--- config.mk ---
export PLATFORM = sky130hd
export DESIGN_NAME = lc3_bus_arbiter
export DESIGN_NICKNAME = d
export VERILOG_FILES = /design/src/rtl/lc3_bus_pkg.sv /design/src/rtl/lc3_prio_pick.sv /design/src/rtl/lc3_bus_arbiter.sv
export SDC_FILE = /design/constraint.sdc
export NUM_CORES = 1
export LEC_CHECK = 0
export BUFFER_PORTS_ARGS = -buffer_cell sky130_fd_sc_hd__buf_4
export CAP_MARGIN = 20
export CORE_UTILIZATION = 40
export CTS_CLUSTER_SIZE = 25
export DETAILED_ROUTE_END_ITERATION = 12
export PLACE_DENSITY_LB_ADDON = 0.12
export SLEW_MARGIN = 10
export SYNTH_ARGS = -nofsm -noshare
export SYNTH_HDL_FRONTEND = slang
export SYNTH_SLANG_ARGS = --single-unit
--- constraint.sdc ---
create_clock -name Clk -period 3.9 [get_ports Clk]
set_input_delay 0.39 -clock Clk [delete_from_list [all_inputs] [get_ports Clk]]
set_output_delay 0.39 -clock Clk [all_outputs]
set_load 0.05 [all_outputs]
--- src/rtl/lc3_bus_pkg.sv ---
// Shared definitions for the LC-3 registered bus arbiter: FSM state type,
// default idle bus value and the rotating priority pick used by lc3_prio_pick.
package lc3_bus_pkg;

  typedef enum logic [1:0] {
    IDLE,
    DRIVE,
    LOCKED
  } bus_state_e;

  localparam logic [15:0] IDLE_VALUE_DEFAULT = 16'hABCD;

  // Upper bound on the number of sources the pick function handles.
  localparam int unsigned MAX_SRC = 32;

  // One-hot pick of the first set request at or after 'start', wrapping at n.
  function automatic logic [MAX_SRC-1:0] prio_pick(
    input logic [MAX_SRC-1:0] req,
    input int unsigned        start,
    input int unsigned        n
  );
    logic [MAX_SRC-1:0] oh;
    logic [5:0]         idx;
    oh = '0;
    for (int unsigned k = 0; k < MAX_SRC; k++) begin
      if ((k < n) && (oh == '0)) begin
        idx = 6'(start + k);
        if (idx >= 6'(n)) idx = idx - 6'(n);
        if (req[idx[4:0]]) oh[idx[4:0]] = 1'b1;
      end
    end
    return oh;
  endfunction

endpackage

--- src/rtl/lc3_prio_pick.sv ---
// Combinational priority picker: first set request at or after 'start'
// (wrapping), returned as one-hot and as a binary index. start=0 gives
// plain lowest-index-wins priority.
module lc3_prio_pick
  import lc3_bus_pkg::*;
#(
  parameter int unsigned N     = 4,
  parameter int unsigned IDX_W = 2
) (
  input  logic [N-1:0]     req,
  input  logic [IDX_W-1:0] start,
  output logic [N-1:0]     onehot,
  output logic [IDX_W-1:0] idx
);

  logic [MAX_SRC-1:0] req_ext;
  logic [MAX_SRC-1:0] oh_ext;

  // Widen the request, pick, then encode the winner's index.
  always_comb begin
    req_ext        = '0;
    req_ext[N-1:0] = req;
    oh_ext         = prio_pick(req_ext, 32'(start), N);
    onehot         = oh_ext[N-1:0];
    idx            = '0;
    for (int unsigned i = 0; i < MAX_SRC; i++) begin
      if (oh_ext[i]) idx = IDX_W'(i);
    end
  end

endmodule

--- src/rtl/lc3_bus_arbiter.sv ---
// Registered gated-bus arbiter for the LC-3 datapath. Picks one of NUM_SRC
// gated sources onto the shared bus with one cycle of latency, supports grant
// locking, and flags/counts cycles with more than one gate raised.
// Define LC3_BUS_ROUND_ROBIN_EN to replace fixed lowest-index priority with a
// round-robin pointer.
module lc3_bus_arbiter
  import lc3_bus_pkg::*;
#(
  parameter int unsigned       WIDTH      = 16,
  parameter int unsigned       NUM_SRC    = 4,
  parameter logic [WIDTH-1:0]  IDLE_VALUE = WIDTH'(IDLE_VALUE_DEFAULT),
  parameter int unsigned       CNT_WIDTH  = 16
) (
  input  logic                     Clk,
  input  logic                     Reset_n,
  input  logic [NUM_SRC-1:0]       gate,
  input  logic [NUM_SRC*WIDTH-1:0] src_data,
  input  logic                     lock,
  input  logic                     clr_count,
  output logic [WIDTH-1:0]         bus_out,
  output logic                     bus_valid,
  output logic [NUM_SRC-1:0]       grant,
  output logic                     contention,
  output logic [CNT_WIDTH-1:0]     contention_count
);

  localparam int unsigned IDX_W = (NUM_SRC > 1) ? $clog2(NUM_SRC) : 1;

  bus_state_e           state_q, state_d;
  logic [NUM_SRC-1:0]   grant_q, grant_d;
  logic [WIDTH-1:0]     bus_q, bus_d;
  logic                 contention_q, contention_d;
  logic [CNT_WIDTH-1:0] count_q, count_d;

  logic [IDX_W-1:0]     start_ptr;
  logic [IDX_W-1:0]     pick_idx;
  logic [NUM_SRC-1:0]   pick_oh;
  logic [WIDTH-1:0]     pick_data;
  logic [WIDTH-1:0]     held_data;
  logic                 lock_hit;
  logic                 rearb;

`ifdef LC3_BUS_ROUND_ROBIN_EN
  logic [IDX_W-1:0]     ptr_q, ptr_d;
  assign start_ptr = ptr_q;
`else
  assign start_ptr = '0;
`endif

  lc3_prio_pick #(
    .N     (NUM_SRC),
    .IDX_W (IDX_W)
  ) u_pick (
    .req    (gate),
    .start  (start_ptr),
    .onehot (pick_oh),
    .idx    (pick_idx)
  );

  // Next-state, grant and bus value; lock is checked against the grant
  // currently on the bus, any other case re-arbitrates in the same cycle.
  always_comb begin
    state_d   = state_q;
    grant_d   = grant_q;
    bus_d     = bus_q;
    rearb     = 1'b0;
    lock_hit  = lock && ((gate & grant_q) != '0);
    pick_data = src_data[32'(pick_idx)*WIDTH +: WIDTH];
    held_data = '0;
    for (int unsigned i = 0; i < NUM_SRC; i++) begin
      if (grant_q[i]) held_data = src_data[i*WIDTH +: WIDTH];
    end
`ifdef LC3_BUS_ROUND_ROBIN_EN
    ptr_d = ptr_q;
`endif

    case (state_q)
      IDLE: rearb = 1'b1;
      DRIVE, LOCKED: begin
        if (lock_hit) begin
          state_d = LOCKED;
          bus_d   = held_data;
        end else begin
          rearb = 1'b1;
        end
      end
      default: rearb = 1'b1;
    endcase

    if (rearb) begin
      if (gate == '0) begin
        state_d = IDLE;
        grant_d = '0;
        bus_d   = IDLE_VALUE;
      end else begin
        state_d = DRIVE;
        grant_d = pick_oh;
        bus_d   = pick_data;
`ifdef LC3_BUS_ROUND_ROBIN_EN
        ptr_d   = (pick_idx == IDX_W'(NUM_SRC - 1)) ? '0 : pick_idx + IDX_W'(1);
`endif
      end
    end
  end

  // Contention flag and saturating counter; clear wins over increment.
  always_comb begin
    contention_d = (gate & (gate - NUM_SRC'(1))) != '0;
    count_d      = count_q;
    if (clr_count) begin
      count_d = '0;
    end else if (contention_d && (count_q != '1)) begin
      count_d = count_q + CNT_WIDTH'(1);
    end
  end

  // State and output registers with asynchronous active-low reset.
  always_ff @(posedge Clk or negedge Reset_n) begin
    if (!Reset_n) begin
      state_q      <= IDLE;
      grant_q      <= '0;
      bus_q        <= IDLE_VALUE;
      contention_q <= 1'b0;
      count_q      <= '0;
    end else begin
      state_q      <= state_d;
      grant_q      <= grant_d;
      bus_q        <= bus_d;
      contention_q <= contention_d;
      count_q      <= count_d;
    end
  end

`ifdef LC3_BUS_ROUND_ROBIN_EN
  // Round-robin pointer: highest-priority index for the next pick.
  always_ff @(posedge Clk or negedge Reset_n) begin
    if (!Reset_n) begin
      ptr_q <= '0;
    end else begin
      ptr_q <= ptr_d;
    end
  end
`endif

  assign bus_out          = bus_q;
  assign grant            = grant_q;
  assign bus_valid        = |grant_q;
  assign contention       = contention_q;
  assign contention_count = count_q;

endmodule

* Word-level counts from Yosys, hierarchy flattened
Index checks and enable logic that the tools add are counted.
Cells by class: $add $sub $neg 2, muxes and demuxes 70, reduce and logical (&&, ||, !) cells 17, bitwise logic cells 5, shifts and indexed selects 1, equal/unequal tests 3, order comparisons 6
Operators by type and width (count):
- two-way mux 32 bit | 6
- two-way mux 16 bit | 10
- logical NOT 32 bit | 3
- two-way mux 2 bit | 33
- bitwise OR 32 bit | 2
- indexed part select 64 x 7 -> 16 bit | 1
- bitwise OR 1 x 32 -> 32 bit | 1
- less-than comparator 5 x 6 -> 1 bit, second input constant | 3
- adder 16 x 1 -> 16 bit, second input constant | 1
- inequality test 16 bit, second input constant | 1
- binary-select mux 1 bit (select 5 bit) | 3
- demux 1 bit (select 5 bit) | 3
- greater-or-equal comparator 5 x 1 -> 1 bit, second input constant | 3
- two-way mux 5 bit | 3
- two-way mux 1 bit | 11
- AND 4 bit | 2
- nonzero test 4 bit | 2
- nonzero test 2 bit | 3
- logical AND 1 bit | 5
- logical NOT 4 bit | 1
- two-way mux 4 bit | 1
- OR reduction 4 bit | 1
- subtractor 4 x 1 -> 4 bit, second input constant | 1
- == test 2 x 1 -> 1 bit, second input constant | 1
- other kinds (3) | 3
Storage, ports and cells: input bits 72, register bits after elaboration 39

* Longest topological paths before layout
depth after elaboration 62, mapped depth 8, gate-level depth less buffers 6

* Hierarchy
From an unflattened synthesis, not the netlist that was laid out.
Second synthesis, totals: cells, all modules 311, area, all modules 3205.6 µm²
Modules (own cells, without submodules):
- lc3_bus_arbiter | area each 2608.8 µm², times used 1, cells each 244
- lc3_prio_pick | area each 596.8 µm², times used 1, cells each 67

* Worst setup path after synthesis
No wires, ideal clock.
path type register -> output, start register grant_q[2] (netlist: grant[2]), end output bus_valid, path buffers 2, data required time 3.510 ns, data arrival time 1.732 ns, stages on the path, launching flop included 4, setup slack 1.778 ns, cells stage by stage dfrtp_1 -> buf_6 -> clkbuf_1 -> or4_1
Between the ends: cells in the longest elaborated chain, start to end 1
RTL lines:
- from (decl) | line lc3_bus_arbiter.sv:30 | logic [NUM_SRC-1:0] grant_q, grant_d;
- from (signal assigned) | line lc3_bus_arbiter.sv:127 | grant_q <= grant_d;
- OR reduction 4 bit | line lc3_bus_arbiter.sv:147 | assign bus_valid = |grant_q;
- to (decl) | line lc3_bus_arbiter.sv:21 | output logic bus_valid,
No other way between the ends.

* Worst setup path in the final report
start register grant_q[1] (netlist: grant[1]), end register bus_q[15] (netlist: bus_out[15])
Between the ends: cells in the longest elaborated chain, start to end 7, elaborated cells on any way between the ends 14, classes of those cells mux: 8; bitwise: 1; reduce/logical: 5
RTL lines:
- AND 4 bit | line lc3_bus_arbiter.sv:67 | lock_hit = lock && ((gate & grant_q) != '0);
- nonzero test 4 bit | line lc3_bus_arbiter.sv:67
- logical AND 1 bit | line lc3_bus_arbiter.sv:67
- two-way mux 1 bit | line lc3_bus_arbiter.sv:80 | if (lock_hit) begin
- two-way mux 1 bit | line lc3_bus_arbiter.sv:77 | case (state_q)
- nonzero test 2 bit (no line)
- AND reduction 2 bit (no line)
- to (signal assigned) | line lc3_bus_arbiter.sv:128 | bus_q <= bus_d;
- to (decl) | line lc3_bus_arbiter.sv:31 | logic [WIDTH-1:0] bus_q, bus_d;
Parallel ways exist; a longest one is shown, timed or not. The select of a mux whose other input is x is not followed. A chain may end at the register's enable or synchronous reset.

==> flow_summary.toml <==
[cts]
clk_latency_ns = 0.30
cts_resized = 0
clock_sinks = 39
h-tree-depth = 2
clk_path_buf_depth = 2
hold_buffers = 0
tritoncts = "built"
root_buffer = "clkbuf_8"
cts_setup_buffers = 0
cts_buffers = 5
clkSlewWorstSetupHoldPaths_ns = 0.08

[setup_path]
cp_max_fo = 22
end_kind = "flip-flop"
crit_type = "reg2reg"
regToRegEndpoint = "bus_out[15]"
r2r_slack_ns = 1.68
r2r-start = "grant[1]"
r2r_cells = 6
cp-start-kind = "flip-flop"
crit_arrival_ns = 2.43
cp.required_ns = 4.10

[finish]
fillers = 661
drive_above_1_share_pct = 35.0
final_cells = 516
layout.nets = 492
antennaDiodeCount = 0
final_util_pct = 55.9
syn2layout_area_growth_pct = 34.9
final_area_um2 = 3790

[timing]
report.final.slew_viol_count = 0
fmax_mhz = 450
rsz0062_at_grt = "no"
slew_headroom_pct = 46.6
setup_violations = 0
fin_crit_sh_pct = 57.0
worstMarginPinSlew_ns = 0.800
finClkSkew_ns = 0.00575
min_period_ns = 2.22
tns_ns = 0
finalHoldViolCount = 0

[die]
pin_count = 110
core_area_um2 = 6790
die_y_um = 85.9
dieArea_um2 = 7370
initial_core_util_pct = 41.4
die_width_um = 85.9
row_count = 30

[yosys]
synth_edf_count = 0
synth_cells = 326
ys_warn_count = 0
yosysSeqAreaShare_pct = 35.1
synthesis.nets = 399
syn_avg_cell_area_um2 = 8.63
ys_types = 46
netlist_area_um2 = 2810
async_reset_ff_share_pct = 100
ys_seq_elements = 39
synth_flop_cell = "dfrtp_1"

[global_routing]
grt_max_degree = 40
grt_first_pass_wirelength_mm = 13.9
overflow = 0
grt_antenna_before_repair = 0
grt_util_all_layers_pct = 23.7
grt_pass1_vias = 2825

[route]
ant_nets = 0
num_vias = 3010
viasPerCell = 5.83
wire_per_inst_um = 16.8
drt_pre_antenna_iters = 4
drtIter0Drc = 145
post-route-drc-count = 0
routed_wl_mm = 8.65

[placement]
gp_congestion = 0.805
postPlaceCellArea_um2 = 3650
placedCellCount = 506
dp_hpwl_mm = 5.81
io_buffers = 109

[run]
max_cap_viol_count = 0

[power_and_ir_drop]
power.total_mw = 1.27
p_leak_nw = 1.73
irDropWorstVdd_uv = 149
power_density_nw_per_um2 = 333

[outcome]
status = "completed"

[worst_hold_path]
hold_path.class = "in2async"
cell families after synthesis:
kind of cell    synth area share, %
xor+xnor                      0.311
flops                          35.1
compound gates                 34.4
fa+ha+maj                     0.445
simple gates                   17.0
buf+inv                        9.56
mux                            3.20
worst max path at each step:
stage | slack (ns) | start | to | cells after the start
global route | 1.56 | grant[1] | bus_out[13] | 6
detailed placement | 1.48 | grant[3] | bus_out[3] | 6
finish | 1.68 | grant[1] | bus_out[15] | 6
global placement | 1.55 | grant[3] | bus_out[2] | 6
floorplan | 1.78 | grant[2] | bus_valid | 3
CTS | 1.48 | grant[2] | bus_out[13] | 6
report_power, final:
group,leakage (nW),switching [mW],internal (mW),total (mW)
Clock,0.0402,0.155,0.125,0.279
Combinational,1.21,0.305,0.190,0.496
Sequential,0.484,0.0321,0.458,0.490
final cells by class:
class / count / area [um2] / area share (%)
clock inverter: 3 / 20.0 / 0.528
inverter: 36 / 138 / 3.63
multi-input combinational: 222 / 1560 / 41.0
clock buffer: 5 / 68.8 / 1.81
tap: 96 / 120 / 3.17
sequential: 39 / 988 / 26.0
timing repair buffer: 115 / 903 / 23.8
placed cells by master, fill, tap and decap left out, types with 3 or more instances in the layout:
cell      count
dfstp_2      10
clkbuf_8      5
buf_4       113
or4_1         7
mux2_2        7
o21ai_0       6
nor2_1       17
nand3_1       5
a21o_1       10
o32ai_1       6
inv_1        35
nand4_1       4
a211oi_1      6
a211o_1      12
nor4_1        4
o31ai_1       7
o22ai_1      10
a22oi_1       6
a21oi_1      16
a32oi_1      10
nor3_1        3
a221oi_1     26
a221o_1       5
nand2_1      24
dfrtp_1      29
nor2b_1       9
cells in the mapped netlist, types with 2 or more instances:
cell type	n	share of area (%)
inv_1	35	4.7
dfrtp_1	29	26
a221oi_1	26	8.1
nand2_1	24	3.2
clkbuf_1	20	2.7
nor2_1	17	2.3
a21oi_1	16	2.8
a211o_1	12	3.7
a21o_1	10	2.7
a32oi_1	10	3.1
dfstp_2	10	9.3
o22ai_1	10	2.2
nor2b_1	9	2.0
mux2_2	7	2.8
o31ai_1	7	1.9
or4_1	7	1.9
a211oi_1	6	1.6
a22oi_1	6	1.6
buf_2	6	1.1
o21ai_0	6	1.1
o32ai_1	6	1.9
a221o_1	5	1.8
nand3_1	5	0.89
nand4_1	4	0.89
nor4_1	4	0.89
nor3_1	3	0.53
a22o_1	2	0.62
and3_1	2	0.44
buf_4	2	0.53
nor4_2	2	0.89
nor4b_1	2	0.62
or3_1	2	0.44
critical path: stages, from the launching register on:
cell	delay (ns)
dfrtp_1	0.68
a22o_1	0.34
o211ai_4	0.29
inv_4	0.16
a21o_4	0.24
inv_1	0.30
a32oi_1	0.11
registers in the layout, summed over array words and instances, names as in the netlist:
name	count
state_q	2
bus_out	16
grant	4
contention_count	16
contention	1
stage by stage:
step | hold slack (ns) | setup WS (ns)
floorplan | 0.0944 | 1.78
global placement | 0.397 | 1.55
detailed placement | 0.399 | 1.48
CTS | 0.0715 | 1.48
global route | 0.0905 | 1.56
finish | 0.0593 | 1.68
layer usage:
metal / share of wire, % / up-vias / GRT usage [%] / routed length, um
met3: 5.4 / 5 / 4.62 / 467
li1: - / 1437 / - / -
met2: 48 / 111 / 39.8 / 4180
met5: 0 / - / 0 / 0
met1: 46 / 1457 / 31.5 / 3940
met4: 0.67 / 0 / 5.61 / 58
Power figures use the tool's default switching activity.
